===== config.mk =====
export PLATFORM = sky130hd
export DESIGN_NAME = disp_scan_scheduler
export DESIGN_NICKNAME = d
export VERILOG_FILES = /design/src/rtl/disp_scan_scheduler.sv
export SDC_FILE = /design/constraint.sdc
export NUM_CORES = 1
export LEC_CHECK = 0
export ABC_AREA = 1
export BUFFER_PORTS_ARGS = -buffer_cell sky130_fd_sc_hd__buf_2
export CAP_MARGIN = 20
export CORE_MARGIN = 4
export CORE_UTILIZATION = 44
export CTS_BUF_LIST = sky130_fd_sc_hd__clkbuf_8 sky130_fd_sc_hd__clkbuf_16
export DETAILED_ROUTE_END_ITERATION = 7
export SETUP_SLACK_MARGIN = 0.1
export SLEW_MARGIN = 20
export SYNTH_ARGS = -nofsm -noshare
export SYNTH_HDL_FRONTEND = slang
export SYNTH_SLANG_ARGS = --single-unit

===== constraint.sdc =====
create_clock -name clk -period 3.7 [get_ports clk]
set_input_delay 0.74 -clock clk [delete_from_list [all_inputs] [get_ports clk]]
set_output_delay 0.74 -clock clk [all_outputs]
set_load 0.01 [all_outputs]

===== src/rtl/disp_scan_scheduler.sv =====
// Multiplexed 3-digit 7-segment driver: 10-bit value in over valid/ready,
// sequential double-dabble to BCD, frame-aligned commit, blanking and LZ suppression.
module disp_scan_scheduler #(
  parameter int unsigned CLK_FREQ     = 27_000_000,
  parameter int unsigned DIGIT_CYCLES = 216_000,
  parameter int unsigned BLANK_CYCLES = 2_700,
  parameter int unsigned LZ_SUPPRESS  = 1
) (
  input  logic       clk,
  input  logic       rst_n,
  input  logic       load_valid,
  output logic       load_ready,
  input  logic [9:0] value_i,
  output logic [2:0] an,
  output logic [6:0] seg,
  output logic       ovf_o,
  output logic       frame_o
);

  localparam int unsigned CW       = (DIGIT_CYCLES > 1) ? $clog2(DIGIT_CYCLES) : 1;
  localparam logic [CW-1:0] CNT_LAST = CW'(DIGIT_CYCLES - 1);
  localparam logic [6:0] SEG_BLANK = 7'b1111111;
  localparam logic [9:0] VAL_MAX   = 10'd999;
  localparam logic [3:0] N_ITER    = 4'd10;
  localparam logic [1:0] IDX_UNITS = 2'd0;
  localparam logic [1:0] IDX_TENS  = 2'd1;
  localparam logic [1:0] IDX_HUND  = 2'd2;
  localparam bit         LZ_EN     = (LZ_SUPPRESS != 0);

  localparam logic [1:0] S_IDLE = 2'd0;
  localparam logic [1:0] S_CONV = 2'd1;
  localparam logic [1:0] S_PEND = 2'd2;

  // Elaboration-time guard against an unusable configuration.
  if (CLK_FREQ == 0 || DIGIT_CYCLES == 0 || BLANK_CYCLES >= DIGIT_CYCLES) begin : g_bad_cfg
    $error("disp_scan_scheduler: illegal CLK_FREQ/DIGIT_CYCLES/BLANK_CYCLES");
  end

  logic [CW-1:0] cnt, cnt_nxt;
  logic [1:0]    idx, idx_nxt;
  logic [11:0]   disp, disp_nxt;
  logic [1:0]    state, state_nxt;
  logic [9:0]    bin, bin_nxt;
  logic [11:0]   bcd, bcd_nxt;
  logic [3:0]    iter, iter_nxt;
  logic          ovf_nxt;
  logic [2:0]    an_nxt;
  logic [6:0]    seg_nxt;
  logic          frame_nxt;
  logic          slot_wrap, frame_wrap, in_blank;

  function automatic logic [6:0] seg_dec(input logic [3:0] d);
    logic [6:0] s;
    case (d)
      4'd0:    s = 7'b1000000;
      4'd1:    s = 7'b1111001;
      4'd2:    s = 7'b0100100;
      4'd3:    s = 7'b0110000;
      4'd4:    s = 7'b0011001;
      4'd5:    s = 7'b0010010;
      4'd6:    s = 7'b0000010;
      4'd7:    s = 7'b1111000;
      4'd8:    s = 7'b0000000;
      4'd9:    s = 7'b0010000;
      default: s = SEG_BLANK;
    endcase
    return s;
  endfunction

  // Double-dabble correction: any nibble >= 5 gets +3 before the shift.
  function automatic logic [11:0] dd_adjust(input logic [11:0] b);
    logic [11:0] r;
    r = b;
    for (int i = 0; i < 3; i++) begin
      if (b[4*i +: 4] >= 4'd5) r[4*i +: 4] = b[4*i +: 4] + 4'd3;
    end
    return r;
  endfunction

  assign load_ready = (state == S_IDLE);
  assign slot_wrap  = (cnt == CNT_LAST);
  assign frame_wrap = slot_wrap && (idx == IDX_HUND);

  always_comb begin : scan_next
    cnt_nxt = slot_wrap ? '0 : cnt + CW'(1);
    idx_nxt = idx;
    if (slot_wrap) idx_nxt = (idx >= IDX_HUND) ? IDX_UNITS : idx + 2'd1;
  end

  always_comb begin : fsm_next
    state_nxt = state;
    bin_nxt   = bin;
    bcd_nxt   = bcd;
    iter_nxt  = iter;
    ovf_nxt   = ovf_o;
    disp_nxt  = disp;
    case (state)
      S_IDLE: begin
        if (load_valid) begin
          state_nxt = S_CONV;
          bin_nxt   = (value_i > VAL_MAX) ? VAL_MAX : value_i;
          ovf_nxt   = (value_i > VAL_MAX);
          bcd_nxt   = '0;
          iter_nxt  = N_ITER;
        end
      end
      S_CONV: begin
        {bcd_nxt, bin_nxt} = {dd_adjust(bcd), bin} << 1;
        iter_nxt = iter - 4'd1;
        if (iter == 4'd1) state_nxt = S_PEND;
      end
      S_PEND: begin
        if (frame_wrap) begin
          disp_nxt  = bcd;
          state_nxt = S_IDLE;
        end
      end
      default: state_nxt = S_IDLE;
    endcase
  end

  if (BLANK_CYCLES == 0) begin : g_noblank
    assign in_blank = 1'b0;
  end else begin : g_blank
    assign in_blank = (32'(cnt_nxt) < BLANK_CYCLES);
  end

  // Outputs are computed from next-cycle scan state so an/seg line up with the counter.
  always_comb begin : out_next
    logic [3:0] dig;
    logic       sup;
    logic [2:0] an_sel;
    dig       = disp_nxt[3:0];
    sup       = 1'b0;
    an_sel    = 3'b001;
    frame_nxt = (idx_nxt == IDX_UNITS) && (cnt_nxt == '0);
    case (idx_nxt)
      IDX_TENS: begin
        an_sel = 3'b010;
        dig    = disp_nxt[7:4];
        sup    = LZ_EN && (disp_nxt[11:8] == 4'd0) && (disp_nxt[7:4] == 4'd0);
      end
      IDX_HUND: begin
        an_sel = 3'b100;
        dig    = disp_nxt[11:8];
        sup    = LZ_EN && (disp_nxt[11:8] == 4'd0);
      end
      default: begin
        an_sel = 3'b001;
        dig    = disp_nxt[3:0];
      end
    endcase
    if (in_blank) begin
      an_nxt  = 3'b000;
      seg_nxt = SEG_BLANK;
    end else begin
      an_nxt  = an_sel;
      seg_nxt = sup ? SEG_BLANK : seg_dec(dig);
    end
  end

  always_ff @(posedge clk) begin : regs
    if (!rst_n) begin
      state   <= S_IDLE;
      cnt     <= '0;
      idx     <= IDX_UNITS;
      disp    <= '0;
      bin     <= '0;
      bcd     <= '0;
      iter    <= '0;
      ovf_o   <= 1'b0;
      an      <= 3'b000;
      seg     <= SEG_BLANK;
      frame_o <= 1'b0;
    end else begin
      state   <= state_nxt;
      cnt     <= cnt_nxt;
      idx     <= idx_nxt;
      disp    <= disp_nxt;
      bin     <= bin_nxt;
      bcd     <= bcd_nxt;
      iter    <= iter_nxt;
      ovf_o   <= ovf_nxt;
      an      <= an_nxt;
      seg     <= seg_nxt;
      frame_o <= frame_nxt;
    end
  end

endmodule


==> summary.md, run 1 <==
| Metric | Value |
|---|---|
| Outcome | completed |
| Sw Share | 24.83% |
| Final-stage net count | 635 |
| Worst Skew | 0.005985 ns |
| Gate power share | 8.0% |
| Pwr/cell area | 374.1 nW/um^2 |
| Main combinational cell family by area after synthesis | simple AND/OR/NAND/NOR gates |
| Maxcap violations | 0 |
| Clock H-tree levels | 3 |
| Crit path DAT | 3.32 ns |
| Core area | 8721 sq um |
| Final WL | 8.877 mm |
| Crit-path cells | ha_1 > nand2_2 > nor2_4 > nand3_2 > nor2_2 > buf_4 > nor2_1 > nor2_1 > inv_1 > ha_1 > inv_1 > nand3_1 > nand2_1 > inv_1 > ha_1 > inv_1 > nand3_1 > nand3_1 > nand3_1 |
| Metal-1 WL | 4.354 mm |
| Post-route cell area | 4395 sq um |
| P_sw | 408.2 uW |
| Routability cong. | 0.9261 |
| P_leak | 1.834 nW |
| Maximum clock path buffer count | 2 |
| Total grt overflow | 0 |
| Final Util | 50.40% |
| CTS Sinks | 72 |
| Die area | 10530 sq um |
| Critical Path Fanout Max | 11 |
| PortBufs | 25 |
| Post-synth top area cell | dfxtp_1 |
| Tmin final | 3.096 ns |
| Clk_lat worst skew | 0.34 ns |
| Die width | 102.6 microns |
| Unrepaired setup endpoints after global routing | false |
| Compound-Gate Fraction of Synth Area | 9.368% |
| Tot GR Track Use | 18.03% |
| Share of power burned in registers | 49.6% |
| Worst Min Path Start | bcd[11] |
| Adder-Cell Fraction of Synth Area | 5.716% |
| Post-synthesis simple-gate area fraction | 39.79% |
| Critical Path Start | cnt[0] |
| Setup TNS | 0 ns |
| Effective utilization at floorplan | 45.18% |
| # DRC | 0 |
| WL/cell | 12.40 microns |
| Highest metal used | met4 |
| Multi-input gate area | 2197 sq um |
| R2R Path Start | cnt[0] |
| Cell variety after synth | 38 |
| Top_reg_cell synth | dfxtp_1 |
| Ant. Diodes | 0 |
| Number of global-route vias before repair | 3289 |
| Yosys reg bits | 72 |
| Worst setup EP type | flop |
| Mapped Cells | 577 |
| Post-synth EDFFs | 0 |
| Share of layout cells above drive strength 1 | 14.31% |
| Max VDD drop | 0.1727 mV |
| Async S/R FF share, synth | 0% |
| Met3 routed WL | 494 microns |
| Most area-consuming cells after synthesis | dfxtp_1 (37%), nand2_1 (14%), nor2_1 (7.9%) |
| Reg2Reg Depth | 19 |
| Syn. warnings | 0 |
| WP data required | 3.92 ns |
| Avg Cell Area, Syn | 6.828 sq um |
| Reg clk slew, reported paths | 0.08 ns |
| DIE HEIGHT | 102.6 microns |
| Layout area overhead | 11.56% |
| CP Launch Type | flop |
| Met2 wire length | 3.947 mm |
| FILL cells | 915 |
| Antenna Nets Post-Route | 0 |
| Root Driver | clkbuf_8 |
| Top cell type's share of synthesized area | 36.58% |
| Slowest CP cell | ha_1 |
| Routed vias/inst | 5.061 |
| Endpoints failing setup | 0 |
| Fin crit share | 83.69% |
| Min-delay worst type | flop to flop |
| Mux cell area share after synthesis | 0% |
| Relative slew slack | 55.50% |
| Internal | 1.236 mW |
| Dpl hpwl | 6.698 mm |
| Core Rows | 34 |
| I/O pin total | 26 |
| TritonCTS clock tree | yes |
| Sequential-to-total area share from yosys stat | 36.58% |
| Max frequency | 0.3230 GHz |
| CP peak stage delay | 0.39 ns |
| Placed instance area | 4177 sq um |
| CP Class | flop to flop |
| Post-Syn Area | 3940 sq um |
| CTS Buf Count | 9 |
| Syn Nets | 608 |
| Hold Vio Cnt, Final | 0 |
| Largest net degree at the start of global routing | 36 |
| Hold Path Depth | 2 |
| Slew @ Worst Pin | 0.6667 ns |
| Clock group share of total power | 42.4% |
| Post-CTS setup buffers | 0 |
| Antenna violations before repair | 0 |
| 1st-iter DRT viols | 142 |
| TritonRoute pass-1 iters | 4 |
| Global-route wire length before repair | 15.38 mm |
| Via Count | 3624 |
| Slew Viols, Final | 0 |
| Register area | 1441 sq um |
| Hold_buf cts | 0 |
| Post-Synth XOR/XNOR Area | 0.8892% |
| Resized cells post-CTS | 0 |
[critical path, delay by kind of cell, from the launching register on]
| kind | cells | cell delay (ns) |
|---|---|---|
| flops | 1 | 0.37 |
| simple gates | 11 | 1.15 |
| fa+ha+maj | 3 | 0.83 |
| buf+inv | 5 | 0.63 |
[cell usage after synthesis, types with 8 or more instances]
cell and number:
nand2_1 145, nor2_1 83, dfxtp_1 72, inv_1 59, nand3_1 52, a21oi_1 22, o21ai_0 19, ha_1 18
nand4_1 14, a31oi_1 10, clkbuf_1 10, nor2_2 9, nand2_2 8
[final timing paths]
check	end	slack (ns)
setup reg to reg	seg[5]	0.60
hold reg to reg	bcd[11]	0.47
setup / recovery	seg[5]	0.60
hold / removal	bcd[11]	0.47
[power groups by stage]
stage          combinational, mW  clock, mW  sequential, mW
4_1_cts                    0.134      0.714           0.815
5_1_grt                    0.152      0.743           0.819
3_3_place_gp               0.132          0           0.832
2_1_floorplan             0.0919          0           0.831
6_report                   0.132      0.697           0.815
3_5_place_dp               0.134          0           0.833
[cells in the final DEF (no fill, tap or decap)]
master,n
nand2_2,8
or2_2,1
o21ai_0,19
clkinvlp_4,1
nor4_1,2
buf_4,4
nor3_1,7
nor3b_2,1
a211oi_1,3
a22oi_1,1
o21bai_1,2
a21oi_2,1
o2111ai_1,1
inv_1,59
and2_1,1
buf_2,25
xor2_1,4
nand4_2,2
nand3_1,52
nand2_1,145
nand3_2,7
ha_1,18
inv_2,3
inv_4,1
clkbuf_8,10
clkinv_1,1
clkinv_4,1
clkinv_2,2
a21oi_1,22
o21ai_1,4
nand4_1,14
nand2_4,4
nor2_2,9
a31oi_1,10
nor2_1,83
dfxtp_1,72
nor2_4,4
bufinv_16,2
o21bai_2,1
o211ai_1,1
[layer usage]
layer	vias up	track usage [%]
li1	1914	-
met1	1621	25.65
met2	81	27.76
met3	8	3.383
met4	0	5.449
met5	-	0
[registers in the layout (all words and copies together) (netlist names)]
name,count
bin,10
seg,7
bcd,12
state,2
cnt,18
frame_o,1
idx,2
ovf_o,1
an,3
iter,4
disp,12
[per-stage QoR]
stage          hold WS, ns  cells  power [mW]  worst slack, ns
2_1_floorplan       0.4410    577      0.9228           0.9446
3_3_place_gp        0.4497    701      0.9646           0.7779
3_5_place_dp        0.4580    701      0.9668           0.6044
4_1_cts             0.4684    716       1.663           0.5962
5_1_grt             0.4862    716       1.714           0.2560
6_report            0.4699    716       1.644           0.6036
[logic make-up after synthesis]
logic type | count (synthesis)
simple gates | 340
buf+inv | 78
flops | 72
compound gates | 65
fa+ha+maj | 18
xor+xnor | 4
[area by class of cell]
cell class	count	area share [%]
Clock buffer	10	3.131
Clock inverter	5	1.850
Inverter	65	5.636
Multi-Input combinational cell	427	49.99
Sequential cell	72	32.79
Tap cell	108	3.074
Timing Repair Buffer	29	3.530
Note: power is estimated with default switching activity, not from simulation.
==> run 2: changes to the inputs <==
ABC_AREA = 0   (was 1)
clock period = 3.2 ns   (was 3.7 ns; I/O delays follow)
==> summary.md, run 2 <==
| Metric | Value |
|---|---|
| Crit-path cells | and4bb_4 > and4_4 > nand2_4 > nor3_4 > a21oi_4 > inv_2 > ha_4 > or4_1 > or3_1 > a32oi_2 > a211oi_4 > o311ai_1 |
| Biggest register | cnt |
| Tmin final | 2.975 ns |
| I/O pin total | 26 |
| Effective utilization at floorplan | 45.67% |
| Slowest CP cell | or4_1 |
| Core area | 8848 sq um |
| Ant. Diodes | 0 |
| Setup TNS | 0 ns |
| Final-stage net count | 535 |
| Commonest cells post-synth | dfxtp_1 (72), nor2_1 (48), nand2_1 (34) |
| TritonCTS clock tree | yes |
| CP peak stage delay | 0.49 ns |
| # DRC | 0 |
| Sequential-to-total area share from yosys stat | 35.67% |
| Fin crit share | 92.98% |
| Cell variety after synth | 75 |
| Mapped Cells | 468 |
| TritonRoute pass-1 iters | 4 |
| Post-Syn Area | 4041 sq um |
| R2R Path Start | cnt[15] |
| Final WL | 9.653 mm |
| Most area-consuming cells after synthesis | dfxtp_1 (36%), ha_1 (5.6%), nor2_1 (4.5%) |
| Global-route wire length before repair | 16.30 mm |
| PortBufs | 25 |
| Routability cong. | 0.8323 |
| Worst setup EP type | flop |
| Maximum clock path buffer count | 2 |
| Endpoints failing setup | 0 |
| CP Class | flop to flop |
| Syn. warnings | 0 |
| DP Cell Count | 597 |
| Crit path DAT | 3.23 ns |
| DIE HEIGHT | 103.8 microns |
| Commonest non-fill, non-tap cell in the layout | dfxtp_1 |
| Async S/R FF share, synth | 0% |
| Hold Vio Cnt, Final | 0 |
| Outcome | completed |
| Number of global-route vias before repair | 3363 |
| Clk_lat worst skew | 0.35 ns |
| Worst Min Path Start | ovf_o |
| Yosys reg bits | 72 |
| Die area | 10780 sq um |
| P_leak | 1.716 nW |
| Post-synth EDFFs | 0 |
| Syn Nets | 499 |
| Max frequency | 0.3361 GHz |
| Slew Viols, Final | 0 |
| Relative slew slack | 63.28% |
| Unrepaired setup endpoints after global routing | false |
| Core Rows | 34 |
| Root Driver | clkbuf_8 |
| Critical Path Fanout Max | 7 |
| Post-route insts no fill | 615 |
| Avg Cell Area, Syn | 8.635 sq um |
| Largest net degree at the start of global routing | 44 |
| Pwr/cell area | 397.5 nW/um^2 |
| Tot GR Track Use | 18.07% |
| Routed vias/inst | 5.711 |
| FILL cells | 843 |
| Min-delay worst type | flop to flop |
| WP data required | 3.45 ns |
| 1st-iter DRT viols | 193 |
| Antenna Nets Post-Route | 0 |
| CP Buf/Inv Count | 1 |
| Top cell type's share of synthesized area | 35.67% |
| Number of flip-flops in the largest register | 18 |
| Largest regs | cnt: 18 flops, bcd: 12 flops, disp: 12 flops |
| Clock H-tree levels | 3 |
| Maxcap violations | 0 |
| Layout area overhead | 15.45% |
| CP Launch Type | flop |
| Overall Power | 1.854 mW |
| Antenna violations before repair | 0 |
| WL/cell | 15.70 microns |
| Reg clk slew, reported paths | 0.07 ns |
| Critical Path Start | cnt[15] |
| Slew @ Worst Pin | 0.5487 ns |
| Cell family with most CP delay | simple AND/OR/NAND/NOR gates |
| Post-synth top area cell | dfxtp_1 |
| Dpl hpwl | 6.684 mm |
| Via Count | 3512 |
| Max VDD drop | 0.2074 mV |
| Top_reg_cell synth | dfxtp_1 |
| Most frequent cell after synthesis | dfxtp_1 |
| Worst Skew | 0.01177 ns |
| Die width | 103.8 microns |
| Share of layout cells above drive strength 1 | 21.89% |
| CTS Buf Count | 9 |
| CTS Sinks | 72 |
| Most frequent cells in the layout | dfxtp_1 (70), nor2_1 (47), nand2_1 (33) |
| Total grt overflow | 0 |
[run 2: per-layer routing]
metal	part of all wire, %	vias up	routed length (microns)	track usage [%]
li1	-	1760	-	-
met1	48	1678	4616	23.97
met2	47	62	4505	29.02
met3	4.3	12	418	5.037
met4	1.2	0	114	4.653
met5	0	-	0	0
[run 2: kinds of logic (layout without fill, tap and decap cells)]
group,count (synthesis),after routing,share of synthesized area [%]
compound gates,123,123,22.32
mux,6,6,1.548
flops,72,72,35.67
xor+xnor,20,20,4.334
fa+ha+maj,18,18,5.573
buf+inv,47,86,5.634
simple gates,182,182,24.92
[run 2: stage by stage]
| step | setup WS (ns) | hold WS, ns | cell area [sq um] | util (%) |
|---|---|---|---|---|
| after floorplan | 0.1096 | 0.4322 | 4071 | - |
| after global placement | 0.1566 | 0.4405 | 4344 | 49.10 |
| after detailed placement | 0.02531 | 0.4489 | 4344 | 49.10 |
| after CTS | 0.1191 | 0.4594 | 4571 | 51.65 |
| after global routing | 0.06534 | 0.4758 | 4666 | 52.73 |
| final | 0.2246 | 0.4567 | 4666 | 52.73 |
[run 2: where the power goes]
| group | internal (mW) | switching (mW) | total (mW) |
|---|---|---|---|
| Combinational | 0.0487 | 0.0906 | 0.139 |
| Clock | 0.449 | 0.333 | 0.782 |
| Sequential | 0.918 | 0.0153 | 0.933 |
[run 2: worst paths after layout]
| kind | end | slack, ns | cells after the start |
|---|---|---|---|
| max | seg[5] | 0.22 | 12 |
| min | ovf_o | 0.46 | 2 |
| max reg2reg | seg[5] | 0.22 | 12 |
| min reg2reg | ovf_o | 0.46 | 2 |
[run 2: area by class of cell]
type                    instances  area [sq um]  area share [%]
flip-flops and latches         72          1444           30.95
multi-input cells             349          2475           53.04
well taps                     108         135.1           2.896
inverters                      22         90.09           1.931
clock buffers                  10         137.6           2.950
clock inverters                 4         71.32           1.529
repair buffers                 50         312.8           6.704
[run 2: worst register-to-register path, cell delays in order, from the launching register on]
cell      delay, ns
dfxtp_1        0.33
and4bb_4       0.36
and4_4         0.24
nand2_4        0.10
nor3_4         0.17
a21oi_4        0.06
inv_2          0.10
ha_4           0.24
or4_1          0.49
or3_1          0.34
a32oi_2        0.25
a211oi_4       0.11
o311ai_1       0.10
[run 2: what timing repair did]
item	in CTS	in global routing
pin swaps	0	6
buffers inserted	0	4
setup endpoints to repair	1	7
hold buffers	0	0
gates resized for setup	3	13
hold endpoints to repair	0	0
